--- src/rtl/expr_eval_ctrl.sv ---
// ---------------------------------------------------------------------------
// expr_eval_ctrl
//
// Purpose:
//   Sequencer/evaluator for a digit-operator character stream such as
//   "3+4*5=". One ASCII character is taken per in_valid/in_ready handshake.
//   The grammar digit ((+|*) digit)* is checked, and the expression is
//   evaluated with '*' binding tighter than '+'. The value, or an error flag,
//   is held on a res_valid/res_ack handshake until the consumer takes it.
//
// Parameters:
//   W       result width in bits; all arithmetic is modulo 2^W
//   MAXLEN  maximum characters per expression, not counting the final '='
//
// Ports:
//   clk        system clock, all logic on posedge
//   clr        synchronous active-high reset, priority over every input
//   in         ASCII character
//   in_valid   character present on in
//   in_ready   block can accept a character this cycle (low only in DONE)
//   result     evaluated value, valid while res_valid=1
//   err        expression malformed, qualified by res_valid
//   res_valid  result/err available (state DONE)
//   res_ack    consumer takes the result
//   busy       expression in progress (OPND, NEXT or ERR)
//   ovf        sticky arithmetic overflow flag, only with EXPR_OVF_EN
//
// Build option:
//   EXPR_OVF_EN  when defined, adds the ovf port and the overflow detection.
//                Without it arithmetic silently wraps modulo 2^W.
// ---------------------------------------------------------------------------
module expr_eval_ctrl #(
    parameter int W      = 16,
    parameter int MAXLEN = 32
) (
    input  logic         clk,
    input  logic         clr,
    input  logic [7:0]   in,
    input  logic         in_valid,
    output logic         in_ready,
    output logic [W-1:0] result,
    output logic         err,
    output logic         res_valid,
    input  logic         res_ack,
    output logic         busy
`ifdef EXPR_OVF_EN
    ,
    output logic         ovf
`endif
);

    localparam logic [2:0] IDLE = 3'd0;
    localparam logic [2:0] OPND = 3'd1;
    localparam logic [2:0] NEXT = 3'd2;
    localparam logic [2:0] ERR  = 3'd3;
    localparam logic [2:0] DONE = 3'd4;

    localparam logic OP_ADD = 1'b0;
    localparam logic OP_MUL = 1'b1;

    // Wide enough to hold the value MAXLEN itself.
    localparam int LW = $clog2(MAXLEN + 1);

    logic [2:0]    state_q,  state_d;
    logic [W-1:0]  sum_q,    sum_d;
    logic [W-1:0]  prod_q,   prod_d;
    logic [LW-1:0] len_q,    len_d;
    logic          op_q,     op_d;
    logic [W-1:0]  result_q, result_d;
    logic          err_q,    err_d;

    logic          accept;
    logic          is_digit;
    logic          is_plus;
    logic          is_star;
    logic          is_eq;
    logic [3:0]    digit;
    logic          len_full;
    logic [W-1:0]  add_res;
    logic [W-1:0]  mul_res;

    // Character classification. The low nibble of '0'..'9' is the digit value.
    assign is_digit = (in >= 8'h30) && (in <= 8'h39);
    assign is_plus  = (in == 8'h2B);
    assign is_star  = (in == 8'h2A);
    assign is_eq    = (in == 8'h3D);
    assign digit    = in[3:0];

    assign in_ready = (state_q != DONE);
    assign accept   = in_valid && in_ready;

    // Another non-'=' byte would push the count past MAXLEN.
    assign len_full = (len_q >= LW'(MAXLEN));

    // The two arithmetic paths, with carry-out kept only when overflow is tracked.
`ifdef EXPR_OVF_EN
    logic          ovf_q, ovf_d;
    logic [W:0]    add_full;
    logic [W+3:0]  mul_full;
    logic          add_carry;
    logic          mul_carry;

    assign add_full  = {1'b0, sum_q} + {1'b0, prod_q};
    assign mul_full  = {4'b0000, prod_q} * {{W{1'b0}}, digit};
    assign add_res   = add_full[W-1:0];
    assign mul_res   = mul_full[W-1:0];
    assign add_carry = add_full[W];
    assign mul_carry = |mul_full[W+3:W];
    assign ovf       = ovf_q;
`else
    assign add_res = sum_q + prod_q;
    assign mul_res = prod_q * W'(digit);
`endif

    // Grammar walk and evaluation. prod holds the running product term and
    // sum the total of completed '+' terms, so '*' binds tighter than '+'.
    always_comb begin
        state_d  = state_q;
        sum_d    = sum_q;
        prod_d   = prod_q;
        len_d    = len_q;
        op_d     = op_q;
        result_d = result_q;
        err_d    = err_q;
`ifdef EXPR_OVF_EN
        ovf_d    = ovf_q;
`endif
        case (state_q)
            IDLE: begin
                if (accept) begin
                    if (is_digit) begin
                        prod_d  = W'(digit);
                        sum_d   = '0;
                        len_d   = LW'(1);
                        state_d = OPND;
                    end else if (is_eq) begin
                        result_d = '0;
                        err_d    = 1'b1;
                        state_d  = DONE;
                    end else begin
                        len_d   = LW'(1);
                        state_d = ERR;
                    end
                end
            end
            OPND: begin
                if (accept) begin
                    if (is_eq) begin
                        result_d = add_res;
                        err_d    = 1'b0;
`ifdef EXPR_OVF_EN
                        ovf_d    = ovf_q | add_carry;
`endif
                        state_d  = DONE;
                    end else if (len_full) begin
                        state_d = ERR;
                    end else begin
                        len_d = len_q + LW'(1);
                        if (is_plus) begin
                            sum_d   = add_res;
                            op_d    = OP_ADD;
`ifdef EXPR_OVF_EN
                            ovf_d   = ovf_q | add_carry;
`endif
                            state_d = NEXT;
                        end else if (is_star) begin
                            op_d    = OP_MUL;
                            state_d = NEXT;
                        end else begin
                            state_d = ERR;
                        end
                    end
                end
            end
            NEXT: begin
                if (accept) begin
                    if (is_eq) begin
                        result_d = '0;
                        err_d    = 1'b1;
                        state_d  = DONE;
                    end else if (len_full) begin
                        state_d = ERR;
                    end else begin
                        len_d = len_q + LW'(1);
                        if (is_digit) begin
                            if (op_q == OP_MUL) begin
                                prod_d = mul_res;
`ifdef EXPR_OVF_EN
                                ovf_d  = ovf_q | mul_carry;
`endif
                            end else begin
                                prod_d = W'(digit);
                            end
                            state_d = OPND;
                        end else begin
                            state_d = ERR;
                        end
                    end
                end
            end
            ERR: begin
                if (accept && is_eq) begin
                    result_d = '0;
                    err_d    = 1'b1;
                    state_d  = DONE;
                end
            end
            DONE: begin
                if (res_ack) begin
`ifdef EXPR_OVF_EN
                    ovf_d   = 1'b0;
`endif
                    state_d = IDLE;
                end
            end
            default: begin
                state_d = IDLE;
            end
        endcase
    end

    // State and datapath registers; clr wins over everything else.
    always_ff @(posedge clk) begin
        if (clr) begin
            state_q  <= IDLE;
            sum_q    <= '0;
            prod_q   <= '0;
            len_q    <= '0;
            op_q     <= OP_ADD;
            result_q <= '0;
            err_q    <= 1'b0;
`ifdef EXPR_OVF_EN
            ovf_q    <= 1'b0;
`endif
        end else begin
            state_q  <= state_d;
            sum_q    <= sum_d;
            prod_q   <= prod_d;
            len_q    <= len_d;
            op_q     <= op_d;
            result_q <= result_d;
            err_q    <= err_d;
`ifdef EXPR_OVF_EN
            ovf_q    <= ovf_d;
`endif
        end
    end

    assign result    = result_q;
    assign err       = err_q;
    assign res_valid = (state_q == DONE);
    assign busy      = (state_q == OPND) || (state_q == NEXT) || (state_q == ERR);

endmodule

--- config.mk ---
export PLATFORM = sky130hd
export DESIGN_NAME = expr_eval_ctrl
export DESIGN_NICKNAME = d
export VERILOG_FILES = /design/src/rtl/expr_eval_ctrl.sv
export SDC_FILE = /design/constraint.sdc
export NUM_CORES = 1
export LEC_CHECK = 0
export ABC_AREA = 1
export CORE_MARGIN = 2
export CORE_UTILIZATION = 62
export CTS_BUF_LIST = sky130_fd_sc_hd__clkbuf_4
export DETAILED_ROUTE_END_ITERATION = 12
export DONT_BUFFER_PORTS = 1
export PLACE_DENSITY = 0.78
export SYNTH_ARGS = -nofsm -noshare
export SYNTH_HDL_FRONTEND = slang
export SYNTH_SLANG_ARGS = --single-unit
--- constraint.sdc ---
create_clock -name clk -period 7.3 [get_ports clk]
set_input_delay 0.73 -clock clk [delete_from_list [all_inputs] [get_ports clk]]
set_output_delay 0.73 -clock clk [all_outputs]
set_load 0.02 [all_outputs]
# ---- Word-level counts from Yosys, hierarchy flattened
# Cells that the tools add are included.
dict set report op_classes {
  multipliers 1
  n_addsub 2
  n_bitwise 2
  n_reduce_logical 18
  order_cmp 3
  muxes 55
  eq_ne 26
}
# operator count
set ops {}
lappend ops {{16-bit two-way mux} 20}
lappend ops {{16-bit one-hot mux with 2 select lines} 2}
lappend ops {{16-bit one-hot mux with 4 select lines} 1}
lappend ops {{6-bit two-way mux} 6}
lappend ops {{2-bit != test, second input constant} 15}
lappend ops {{3-bit two-way mux} 9}
lappend ops {{8-bit by 6-bit equality test with 1-bit output, second input constant} 3}
lappend ops {{7-bit AND reduction} 3}
lappend ops {{16-bit adder} 1}
lappend ops {{16-bit by 4-bit multiplier with 16-bit output} 1}
lappend ops {{3-bit one-hot mux with 5 select lines} 1}
lappend ops {{1-bit two-way mux} 12}
lappend ops {{6-bit one-hot mux with 2 select lines} 1}
lappend ops {{5-bit AND reduction} 2}
lappend ops {{8-bit by 6-bit >= comparator with 1-bit output, second input constant} 1}
lappend ops {{8-bit by 6-bit less-or-equal comparator with 1-bit output, second input constant} 1}
lappend ops {{2-bit nonzero test} 4}
lappend ops {{6-bit by 1-bit adder with 6-bit output, second input constant} 1}
lappend ops {{3-bit by 2-bit equality test with 1-bit output, second input constant} 2}
lappend ops {{6-bit >= comparator, second input constant} 1}
lappend ops {{3-bit != test, second input constant} 2}
lappend ops {{6-bit AND reduction} 1}
lappend ops {{2-bit two-way mux} 2}
lappend ops {{2-bit by 1-bit != test with 1-bit output, second input constant} 2}
lappend ops {{9 further kinds} 13}
dict set report word_totals {
  elab_cells 114
  out_inout_bits 20
  regBits 59
}

# ---- Logic depth before layout (Yosys ltp)
# Gate-level depths: netlist (run 1).
dict set report logic_depth {
  depth_word 7
  mapped_depth 21
  mapped_depth_nobuf 19
}

# ---- Worst setup path before layout (run 1)
# OpenSTA, ideal clock, no wires.
dict set report synth_path {
  path_type {input to register}
  startpoint {input in[3]}
  endpoint {register prod_q[9]}
  arrival_time_ns 3.599
  slack_ns 3.630
  path_stages 18
  setup_time_ns 0.071
  n_path_buf 2
  path_cell_list {buf_4 -> clkbuf_1 -> nand2_1 -> inv_1 -> fa_1 -> inv_1 -> fa_1 -> inv_1 -> ha_1 -> or2_2 -> and2_1 -> nand2_1 -> nand2_1 -> nand2_1 -> nand3_1 -> nor2_1 -> nand2_1 -> a21oi_1}
}
dict set report synth_between {
  elab_chain_len 7
}
# item line
set synth_rtl {}
lappend synth_rtl {{start: declaration} 38} ;# input logic [7:0] in,
lappend synth_rtl {{16-bit by 4-bit multiplier with 16-bit output} 112} ;# assign mul_res = prod_q * W'(digit);
lappend synth_rtl {{16-bit two-way mux} 186} ;# if (op_q == OP_MUL) begin
lappend synth_rtl {{16-bit two-way mux} 185} ;# if (is_digit) begin
lappend synth_rtl {{16-bit two-way mux} 181} ;# end else if (len_full) begin
lappend synth_rtl {{16-bit two-way mux} 177} ;# if (is_eq) begin
lappend synth_rtl {{16-bit two-way mux} 176} ;# if (accept) begin
lappend synth_rtl {{16-bit one-hot mux with 2 select lines} 128} ;# case (state_q)
lappend synth_rtl {{end signal: assignment} 238} ;# prod_q <= prod_d;
lappend synth_rtl {{end: declaration} 66} ;# logic [W-1:0] prod_q, prod_d;
# Parallel ways exist; a longest one is shown, timed or not. The select of a mux whose other input is x is not followed.
# A chain may end at the register's enable or synchronous reset.

# ---- Final worst setup path (run 1)
dict set report layout_path {
  startpoint {register prod_q[1]}
  endpoint {register prod_q[14]}
}
dict set report layout_between {
  elab_chain_len 7
}
# item line
set layout_rtl {}
lappend layout_rtl {{16-bit by 4-bit multiplier with 16-bit output} 112}
lappend layout_rtl {{16-bit two-way mux} 186}
lappend layout_rtl {{16-bit two-way mux} 185}
lappend layout_rtl {{16-bit two-way mux} 181}
lappend layout_rtl {{16-bit two-way mux} 177}
lappend layout_rtl {{16-bit two-way mux} 176}
lappend layout_rtl {{16-bit one-hot mux with 2 select lines} 128}
# No other way between the ends. The select of a mux whose other input is x is not followed.

==> results of run 1 <==
[worst max path at each step]
stage	startpoint	end	slack [ps]	cells past startpoint
after global routing	prod_q[1]	prod_q[14]	3690	13
after floorplan	in[3]	prod_q[9]	3630	18
after detailed placement	in[3]	prod_q[9]	3840	16
after global placement	in[3]	prod_q[9]	3880	16
final	prod_q[1]	prod_q[14]	4020	13
after CTS	prod_q[1]	prod_q[14]	4020	13
[Yosys cell counts (all sizes together)]
cell type	n	share of area
and2	1	0.0011
nor2b	1	0.0011
nand3b	5	0.0069
clkbuf	10	0.0069
o2111ai	1	0.0027
a31oi	3	0.0034
nand4	6	0.0069
nor4	1	0.0011
o211ai	1	0.0014
a211oi	1	0.0014
nand2	254	0.18
ha	33	0.076
o21ai	55	0.054
buf	10	0.014
or2	2	0.0023
nand3	56	0.056
a21boi	1	0.0014
nor3	9	0.010
a21o	2	0.0027
xnor2	4	0.0064
inv	156	0.11
xor2	7	0.011
fa	26	0.095
a21oi	65	0.060
nor2	90	0.068
dfxtp	59	0.22
o21a	4	0.0055
[area by class of cell]
type                    instances  share of cell area
multi-input cells             628              0.6328
flip-flops and latches         59              0.2089
inverters                     156              0.1045
well taps                     108             0.02390
clock inverters                 7             0.01793
clock buffers                   9             0.01195
[state kept, by name (all words and copies together) (netlist names)]
register / cells
op_q: 1
result: 16
state_q: 3
len_q: 6
sum_q: 16
err: 1
prod_q: 16
[per-layer routing]
metal | part of all wire | vias up
met5 | 0 | -
met4 | 0.019 | 0
met3 | 0.074 | 24
met2 | 0.47 | 172
met1 | 0.43 | 2385
li1 | - | 2675
[cells by family after synthesis]
logic type                 count (synthesis)  share of synthesized area
buffers and inverters                    176                     0.1293
DFF                                       59                     0.2161
and+or+nand+nor                          425                     0.3336
xor gates and xnor gates                  11                    0.01763
AOI/OAI and AO/OA                        133                     0.1326
adders and majority gates                 59                     0.1708
[stage by stage]
stage               cell area (sq um)  setup WS, ps  hold slack (ps)
finish                           5653          4019            356.3
global route                     5653          3688            335.3
CTS                              5653          4022            331.3
detailed placement               5484          3838            462.0
global placement                 5484          3883            444.3
floorplan                        5465          3630            440.9
[power by group through the flow]
stage                     combinational (mW)  sequential [mW]  clock (mW)
final                                  0.247            0.379       0.278
after global routing                   0.280            0.383       0.296
after CTS                              0.246            0.378       0.285
after detailed placement               0.243            0.385           0
after global placement                 0.236            0.384           0
after floorplan                        0.208            0.377           0
==> run summary, run 1 <==
cell area after synthesis: 5465 sq um
DRT Wirelength: 13.07 mm
Worst EP arrival: 3630 ps
status: completed
largest net degree at the start of global routing: 32
clock latency on the worst-skew pair: 420 ps
CTS tree: built
Die Y: 97.89 um
FMAX: 0.3048 GHz
capturing point of the worst reg2reg path: prod_q[14]
Syn. warnings: 0
total gr overflow: 0
period utilisation layout: 0.4494
critical path cell sequence: nand2_1 -> fa_1 -> fa_1 -> fa_1 -> inv_1 -> nand3_1 -> nand3_1 -> nand3_1 -> nand4_1 -> nand3_1 -> nor2_1 -> nand2_1 -> a21oi_1
Hold Path Stages: 1
CP top delay family: adder cells
CTS root buf: clkbuf_4
post-route ant nets: 0
DRT iter0 DRCs: 181
Max Cap Viol: 0
H-tree depth: 3
Post-route DRC: 0
first-pass GRT wire length: 22.46 mm
pwr dens: 160.1 nW/um^2
CORE AREA: 8636 sq um
minimum clock period: 3281 ps
clock network fraction of total power: 0.308
Post-DP HPWL: 10.22 mm
Hold Buf Count CTS: 0
final hold vios: 0
All-Layer GR Usage: 0.2807
vias in the first global route: 5080
met1 GRT Util: 0.3607
Slew headroom: 0.4217
reg2reg start: prod_q[1]
Filler Cells Inserted: 823
I/O Pins: 32
Register-to-Register Path Depth: 13
Worst Hold End: len_q[3]
share of the yosys chip area belonging to registers: 0.2161
switch share: 0.3676
Worst Hold Launch: clr
critical path's slowest cell: dfxtp_1
total die area: 9581 sq um
ant diodes: 0
post-synthesis cell count: 863
area of the multi-input gates: 3577 sq um
GRT met3 Usage: 0.04724
power share of the sequential group: 0.419
vias per cell: 5.435
Synth Net Count: 934
CTS resizes: 0
clock skew: 19.21 ps
fin nets: 925
RSZ-0062 raised after global routing: false
initial antenna violation count: 0
#FFs+latches synth: 59
DR pass1 iterations: 5
clock buffer count from CTS: 9
reg-to-reg setup timing slack: 4020 ps
postcts setup bufs: 0
site row count: 34
Worst-path clk slew: 130 ps
most frequent cells in the layout: nand2_1 (246), inv_1 (149), nor2_1 (83)
placer congestion estimate: 0.9854
Worst path most repeated cell: nand3_1
area delta synth->final: 3.434%
Largest stage delay, worst path: 580 ps
Sink Count: 59
CP required: 7650 ps
Setup TNS: 0 ps
Worst Max-Slew Pin Slew: 866.5 ps
port bufs: 0
# setup viols final: 0
die width: 97.89 um
initial core utilization: 0.6329
layout cells sized above 1: 0.05937
Worst setup EP type: register
Worst Path Class, Setup: reg -> reg
syn avg cell area: 6.333 sq um
met2 Track Usage GR: 0.4731
HP Class: in -> reg
Critical Path Fanout Max: 7
Finished Core Util: 0.6546
Top Usage Layer GRT: met2
Worst setup SP type: register
leakage power: 3.020 nW
Placed Cells: 951
Vias: 5256
Slew Viols, Final: 0
leading cell type in the layout, fill and taps excluded: nand2_1
DR WL/cell: 13.51 um
clock buffer depth: 2
worst path buffer plus inverter count: 1
Comb pwr share: 0.273
internal power: 572.2 uW
Max VDD drop: 152.2 uV
Sw Pwr: 332.7 uW
final std cells w/o fill: 967
Synth cell types: 42
total power draw: 904.9 uW
Storage cell area: 1181 sq um
Power figures use the tool's default switching activity.
==> inputs of run 2 (changes only) <==
CORE_UTILIZATION = 61   (was 62)
PLACE_DENSITY = 0.8   (was 0.78)
clock period = 2.9 ns   (was 7.3 ns; I/O delays follow)
==> run 2 against run 1 <==
Against the previous run:
- the run now ends with negative setup slack left
- critical path depth up 5
- final cell count up 2.9%
- design area up 12%
- utilization up 7.3 points
- sequential share of layout area down 1.8 points
- critical path type unchanged
==> run summary, run 2 (synthesized netlist as in run 1, its figures left out) <==
post-route ant nets: 0
fin area: 6342 sq um
FMAX: 0.3363 GHz
first-pass GRT wire length: 23.17 mm
largest net degree at the start of global routing: 31
ant diodes: 0
internal power: 1.375 mW
Max VDD drop: 311.1 uV
Post-DP HPWL: 10.48 mm
CP top delay family: adder cells
fin nets: 954
Worst Max-Slew Pin Slew: 872.4 ps
die width: 98.66 um
Placed Cells: 964
total gr overflow: 0
Worst EP arrival: 3320 ps
Sw Pwr: 870.0 uW
Worst-path clk slew: 110 ps
Max Cap Viol: 0
DR pass1 iterations: 7
Filler Cells Inserted: 700
minimum clock period: 2974 ps
Largest stage delay, worst path: 570 ps
period utilisation layout: 1.025
initial antenna violation count: 0
most frequent cells in the layout: nand2_1 (209), inv_1 (117), nor2_1 (74)
failing checks: negative setup slack
pre-CTS WS: -161.2 ps
power share of the sequential group: 0.419
total die area: 9733 sq um
initial core utilization: 0.6267
Vias: 5573
clock skew: 25.73 ps
area of the multi-input gates: 4033 sq um
final hold vios: 0
DRT iter0 DRCs: 282
RSZ-0062 raised after global routing: true
Critical Path Fanout Max: 5
Sink Count: 59
clock network fraction of total power: 0.269
setup slack after layout: -73.58 ps
vias per cell: 5.601
final std cells w/o fill: 995
DRT Wirelength: 14.82 mm
critical path cell sequence: nand2_1 -> inv_2 -> fa_1 -> inv_2 -> fa_1 -> inv_2 -> ha_4 -> nand2_2 -> nand2_1 -> nand2_2 -> nand2_2 -> nand2_2 -> nand3_2 -> nand2_1 -> nand3_1 -> nor2_1 -> nand2_1 -> a21oi_1
Post-route DRC: 0
site row count: 34
Slew headroom: 0.4178
Slew Viols, Final: 0
total power draw: 2.245 mW
vias in the first global route: 5069
CP required: 3240 ps
# setup viols final: 6
clock buffer count from CTS: 9
I/O Pins: 32
placer congestion estimate: 0.9204
CTS tree: built
layout cells sized above 1: 0.2311
placed cell areas: 5719 sq um
HP Class: in -> reg
Worst setup SP type: register
leading cell type in the layout, fill and taps excluded: nand2_1
H-tree depth: 3
Comb pwr share: 0.312
critical path's slowest cell: fa_1
Die Y: 98.66 um
switch share: 0.3876
Worst setup EP type: register
pwr dens: 354.0 nW/um^2
port bufs: 0
status: complete, but fails checks
clock latency on the worst-skew pair: 430 ps
leakage power: 3.233 nW
area delta synth->final: 16.05%
All-Layer GR Usage: 0.2893
CORE AREA: 8721 sq um
DR WL/cell: 14.89 um
worst path buffer plus inverter count: 3
CTS root buf: clkbuf_4
Storage cell area: 1214 sq um
clock buffer depth: 2
Worst Path Class, Setup: reg -> reg
run 2: cell count changes in the layout (fill, tap and decap cells not counted), moves of 11 or more:
cell     change
ha_1        -12
dfxtp_1     -12
inv_2       +32
ha_4        +12
nand2_1     -37
a21oi_1     -11
inv_1       -32
nand2_2     +29
buf_4       +26
run 2: path summary, 6_finish.rpt:
| path | from | end | slack (ps) | cells after the start |
|---|---|---|---|---|
| max | prod_q[2] | prod_q[12] | -70 | 18 |
| min reg2reg | len_q[4] | len_q[4] | 480 | 2 |
| min | in[0] | prod_q[0] | 80 | 2 |
| max reg2reg | prod_q[2] | prod_q[12] | -70 | 18 |
run 2: per-layer routing:
layer | wire length, um | up-vias | track usage
met1 | 6494 | 2661 | 0.3895
met2 | 7346 | 155 | 0.4856
met3 | 778 | 19 | 0.04113
met5 | 0 | - | 0
li1 | - | 2738 | -
met4 | 198 | 0 | 0.08641
run 2: area by class of cell:
cell class,count,share of cell area
Clock buffer,9,0.01065
Clock inverter,6,0.01046
Inverter,156,0.09311
Multi-Input combinational cell,628,0.6358
Sequential cell,59,0.1914
Tap cell,108,0.02131
Timing Repair Buffer,29,0.03729
run 2: what timing repair did:
action	CTS	global route
setup endpoints to repair	3	10
hold buffers	2	0
hold endpoints to repair	30	0
pin swaps	4	62
gates resized for setup	12	118
setup buffers	2	12
run 2: through the flow:
stage / util / hold WS (ps) / TNS [ps]
6_report: 0.7273 / 76.27 / -186.9
5_1_grt: 0.7273 / 85.18 / -1148
4_1_cts: 0.6816 / 64.43 / 0
3_5_place_dp: 0.6558 / 364.6 / -161.2
3_3_place_gp: 0.6558 / 363.1 / -88.44
2_1_floorplan: - / 440.9 / -10.95
run 2: power by group through the flow:
stage | registers (mW) | clock network [mW] | logic, mW
after floorplan | 0.950 | 0 | 0.536
after global placement | 0.956 | 0 | 0.632
after detailed placement | 0.960 | 0 | 0.648
after CTS | 0.941 | 0.605 | 0.669
after global routing | 0.949 | 0.635 | 0.783
final | 0.941 | 0.604 | 0.700
==> edit 1: new RTL, settings of run 2 <==
Build with the macro `EXPR_OVF_EN` defined.
--- a/src/rtl/expr_eval_ctrl.sv
+++ b/src/rtl/expr_eval_ctrl.sv
@@ -29,6 +29,8 @@
 //   EXPR_OVF_EN  when defined, adds the ovf port and the overflow detection.
 //                Without it arithmetic silently wraps modulo 2^W.
 // ---------------------------------------------------------------------------
+`define EXPR_OVF_EN
+
 module expr_eval_ctrl #(
     parameter int W      = 16,
     parameter int MAXLEN = 32
Check against the original RTL (old outputs only; new: ovf): equivalent (Yosys induction, for registers that start in step).
==> edit 1 against run 2 <==
The run still ends with setup timing left; critical path type unchanged; global-route usage is 1.0 points higher; sequential cell count is 1 higher; total power is 17% lower; synthesized area is 6.6% higher; wire length is 1.4% lower; non-clock buffer count stayed put; count of clock-buffer cells in the layout stayed put; highest routed layer unchanged; setup slack worse by 46 ps; final area is 4.4% higher.
==> edit 1: results (changes against run 2) <==
stage	metric	value	unit	change
yosys	synth_fp_nets	994		+6.4%
layout	fillers	770		+10%
worst_setup_path	cpPeakStageDelay	490	ps	-80 ps
routing	drtPass1Iterations	5		-2
placement	gp_congestion	0.8835		-4.0%
yosys	synth_cell_type_count	46		+9.5%
grt	grt_pass1_vias	5492		+8.3%
timing	setup_viol	4		-2
worst_setup_path	cp_max_fo	6		+1
power	p_leak	3.433	nW	+6.2%
placement	placed_area	6255	µm²	+9.4%
worst_setup_path	reg2regPathDepth	21		+3
layout	drive_gt1_frac	0.2006		-0.03047
grt	track_usage	0.2993		+0.01003
routing	wl_per_cell	13.77	µm	-7.5%
power	max-vdd-ir-drop	0.0002875	V	-7.6%
placement	dpl.hpwl	11050	µm	+5.5%
status	violations	setup timing		
yosys	ys_top_cells_by_area	dfxtp_1 21%, nand2_1 16%, inv_1 11%		
status	run_status	finished, violations left		
timing	setup_slack	-119.5	ps	-45.93 ps
worst_setup_path	worstPathArrival	3310	ps	about the same
routing	finalWirelength	14610	µm	-1.4%
yosys	synth_common_cells	254 x nand2_1, 167 x inv_1, 76 x a21oi_1, 70 x nor2_1, 60 x dfxtp_1		
routing	drt_iter0_drc	313		+11%
timing	skew	22.48	ps	-3.245 ps
placement	dp_cells	1039		+7.8%
## edit 1: cell types whose count changed after synthesis, sizes merged, moves of 4 or more
cell   before  now
nand4       6   10
or2         2   11
nand2     254  262
ha         33   42
inv       156  174
nand3      56   52
a21oi      65   77
nor2       90   79
xor2        7    3
buf        10   14
## edit 1: area by class of cell
cell class                 count  area [µm²]  share of cell area
multi-input combinational    653        4232              0.6392
sequential                    60        1230              0.1858
inverter                     175       664.4              0.1004
timing repair buffer          29       232.7             0.03515
tap                          129       161.4             0.02438
clock buffer                   9       67.56             0.01021
clock inverter                 6       32.53            0.004914
## edit 1: power groups by stage
stage	sequential [W]	combinational, W	clock, W
final	0.000932	0.000456	0.000481
after global routing	0.000940	0.000519	0.000514
after CTS	0.000935	0.000448	0.000494
after detailed placement	0.000954	0.000434	0
after global placement	0.000952	0.000423	0
after floorplan	0.000943	0.000380	0
## edit 1: stage by stage
stage / setup slack, ps / total power [W] / TNS, ps
finish: -119.5 / 0.001870 / -308.9
global route: -245.9 / 0.001973 / -1513
CTS: 1.940 / 0.001878 / 0
detailed placement: -117.6 / 0.001389 / -133.4
global placement: -40.50 / 0.001375 / -40.50
floorplan: -22.92 / 0.001322 / -59.01
## edit 1: path summary, 6_finish.rpt
kind,startpoint,slack [ps],endpoint
max,prod_q[2]$_SDFFE_PP0P_,-120,ovf$_SDFFE_PP0P_
max reg2reg,prod_q[2]$_SDFFE_PP0P_,-120,ovf$_SDFFE_PP0P_
min reg2reg,len_q[3]$_SDFFE_PP0P_,490,len_q[3]$_SDFFE_PP0P_
min,clr,50,result[10]$_SDFFE_PP0P_
## edit 1: per-layer routing
| metal | GRT usage | routed length (µm) | up-vias |
|---|---|---|---|
| li1 | - | - | 2881 |
| met4 | 0.1133 | 236 | 0 |
| met1 | 0.3942 | 6434 | 2631 |
| met2 | 0.4990 | 6974 | 188 |
| met5 | 0 | 0 | - |
| met3 | 0.04141 | 964 | 24 |
## edit 1: cells by family after synthesis
family,count (synthesis),synth area share
compound gates,143,0.1310
xor+xnor,8,0.01203
fa+ha+maj,71,0.1898
buf+inv,198,0.1372
flops,60,0.2061
simple gates,431,0.3238
## edit 1: critical path: cells and delay by family, from the launching register on
family / cells / cell delay [ps]
AOI/OAI and AO/OA: 1 / 50
DFF: 1 / 360
buffers and inverters: 5 / 370
and+or+nand+nor: 12 / 890
adders and majority gates: 3 / 1250
## edit 1: timing repair
| action | CTS | global route |
|---|---|---|
| setup endpoints to repair | 2 | 9 |
| pin swaps | 1 | 20 |
| gates resized for setup | 9 | 54 |
| endpoints found under the hold margin | 30 | 0 |
| hold buffers | 2 | 0 |
| setup buffers | 0 | 5 |
==> edit 2: new RTL, settings of run 2 <==
Without the edit above. Put one more register stage on the output `err`. The value now appears one clock later. The other outputs are not delayed to match.
--- a/src/rtl/expr_eval_ctrl.sv
+++ b/src/rtl/expr_eval_ctrl.sv
@@ -247,7 +247,9 @@
     end
 
     assign result    = result_q;
-    assign err       = err_q;
+    always_ff @(posedge clk) begin
+        err <= err_q;
+    end
     assign res_valid = (state_q == DONE);
     assign busy      = (state_q == OPND) || (state_q == NEXT) || (state_q == ERR);
 
Check against the original RTL: not equivalent (Yosys sat finds a counterexample within 4 cycles, from zero or initial values).
==> edit 2 against run 2 <==
The run ends with hold timing, setup timing left; global-route usage rose by 0.18 points; total power decreased by 6.8%; wire length shrank 8.2%; final area is 7.6% lower; maximum frequency decreased by 0.18%; clock power fell by 3%; combinational power is 20% lower; setup slack lost 5.3 ps; sequential cell count increased by 1; sequential share of layout area grew 1.8 points; hold slack got worse by 150 ps; synthesized area is 4.2% lower; largest power group unchanged.
==> edit 2: results (changes against run 2) <==
stage	metric	value	unit	change
timing	worst_hold_slack	-74.79	ps	-151.1 ps
routing	drt_iter0_drc	293		+3.9%
layout	fillers	714		+2.0%
clock_tree	clock_latency	430	ps	about the same
yosys	seq_area_frac_synth	0.2293		+0.01322
routing	vias_per_cell	5.647		+0.82%
grt	grt_first_pass_wirelength	22900	µm	-1.2%
worst_setup_path	endpoint	prod_q[11]$_SDFFE_PP0P_		
worst_setup_path	r2r_start	prod_q[5]$_SDFFE_PP0P_		
layout	regArea	1226	µm²	+1.0%
power	p_leak	3.033	nW	-6.2%
grt	grt_pass1_vias	5181		+2.2%
routing	wl_per_cell	14.68	µm	-1.4%
worst_setup_path	cp_max_fo	5		unchanged
yosys	synth_common_cells	213 x nand2_1, 142 x inv_1, 81 x a21oi_1, 60 x dfxtp_1, 51 x nor2_1		
worst_setup_path	reg2regPathDepth	14		-4
timing	hold_viol	13		+13
timing	setup_viol	3		-3
status	run_status	finished, violations left		
yosys	synth_fp_nets	874		-6.4%
hold_path	worstHoldPathType	in2reg		
grt	grt_max_degree	36		+16%
worst_setup_path	critPathLaunch	prod_q[5]$_SDFFE_PP0P_		
timing	final.setup.tns	-154.4	ps	+32.54 ps
floorplan	die_w	96.66	µm	-2.0%
power	p_sw_frac	0.3605		-0.02707
worst_setup_path	cpMaxStageDelayCell	fa_1		
placement	dpl.hpwl	9928	µm	-5.3%
worst_setup_path	cpPeakStageDelay	540	ps	-30 ps
placement	placed_area	5456	µm²	-4.6%
timing	worstMarginPinSlew	958.1	ps	+85.70 ps
grt	track_usage	0.2911		+0.001829
timing	setup_slack	-78.92	ps	-5.335 ps
yosys	yosysWarningCount	0		unchanged
yosys	ys_top_cells_by_area	dfxtp_1 23%, nand2_1 15%, inv_1 10%		
placement	gp_congestion	0.9643		+4.8%
clock_tree	postCtsHoldBufs	11		+9
power	max-vdd-ir-drop	0.0003121	V	+0.31%
layout	drive_gt1_frac	0.1364		-0.09470
status	violations	hold timing, setup timing		
yosys	synth_cell_type_count	34		-19%
clock_tree	htree_levels	3		unchanged
timing	skew	25.96	ps	+0.2336 ps
routing	drtPass1Iterations	5		-2
layout	finalNetCount	888		-6.9%
hold_path	hold_path_startpoint	clr		
layout	diodes	0		unchanged
edit 2: changes by cell type after synthesis, moves of 4 or more:
cell      before  now
a21oi_1       65   81
inv_1        149  142
nand2_1      246  213
nand3_1       52   43
nand4_1        6   12
nor2_1        83   51
nor3_1         7    3
o21ai_0       38   46
o21bai_1       0    5
xnor2_1        4    8
edit 2: per-stage QoR:
step                instances  setup slack, ps
floorplan                 803           -8.525
global placement          895            19.85
detailed placement        895           -88.78
CTS                       923           0.1468
global route              926           -157.3
finish                    926           -78.92
edit 2: how the worst min path moves through the flow:
stage                                    endpoint  cells past startpoint  slack [ps]
after floorplan                       err$_DFF_P_                      0         350
after global placement                err$_DFF_P_                      0         360
after detailed placement              err$_DFF_P_                      0         360
after CTS                  prod_q[3]$_SDFFE_PP0P_                      1         -90
after global routing       prod_q[4]$_SDFFE_PP0P_                      1         -90
final                     prod_q[10]$_SDFFE_PP0P_                      1         -70
edit 2: routing by layer:
layer  vias to the layer above  wire, µm  track usage
met5                         -         0            0
met4                         0       386       0.1213
met3                        44       812      0.04697
met2                       200      6733       0.5155
met1                      2421      5665       0.3495
li1                       2564         -            -
edit 2: worst reg2reg max path: stages, from the launching register on:
cell and delay, ps:
dfxtp_4 370, nand2_1 60, inv_1 50, fa_1 540, inv_1 70, fa_1 530
inv_1 60, ha_4 300, nand2_1 120, nor2_2 170, nand3_1 130, nand3_2 110
or2_2 110, nand4_1 100, a21oi_1 190
edit 2: kinds of logic after synthesis:
logic type | Yosys count | synth area share
simple gates | 347 | 0.2814
buf+inv | 170 | 0.1347
compound gates | 155 | 0.1562
flops | 60 | 0.2293
fa+ha+maj | 59 | 0.1782
xor+xnor | 12 | 0.02007
edit 2: repair_timing:
action / 4_1_cts / 5_1_grt
pin swaps: 3 / 16
setup buffers: 2 / 3
hold endpoints to repair: 24 / 13
resized for setup: 10 / 42
setup endpoints to repair: 7 / 10
edit 2: power by group through the flow:
stage | Combinational (W) | Sequential [W] | Clock [W]
finish | 0.000561 | 0.000947 | 0.000585
global route | 0.000634 | 0.000954 | 0.000625
global placement | 0.000513 | 0.000964 | 0
CTS | 0.000547 | 0.000949 | 0.000589
floorplan | 0.000451 | 0.000955 | 0
detailed placement | 0.000529 | 0.000966 | 0
edit 2: final cells by class:
class,count,share of cell area
tap,105,0.02242
timing repair buffer,27,0.03993
clock buffer,9,0.01153
inverter,146,0.09396
sequential,60,0.2093
clock inverter,6,0.009609
multi-input combinational,573,0.6133
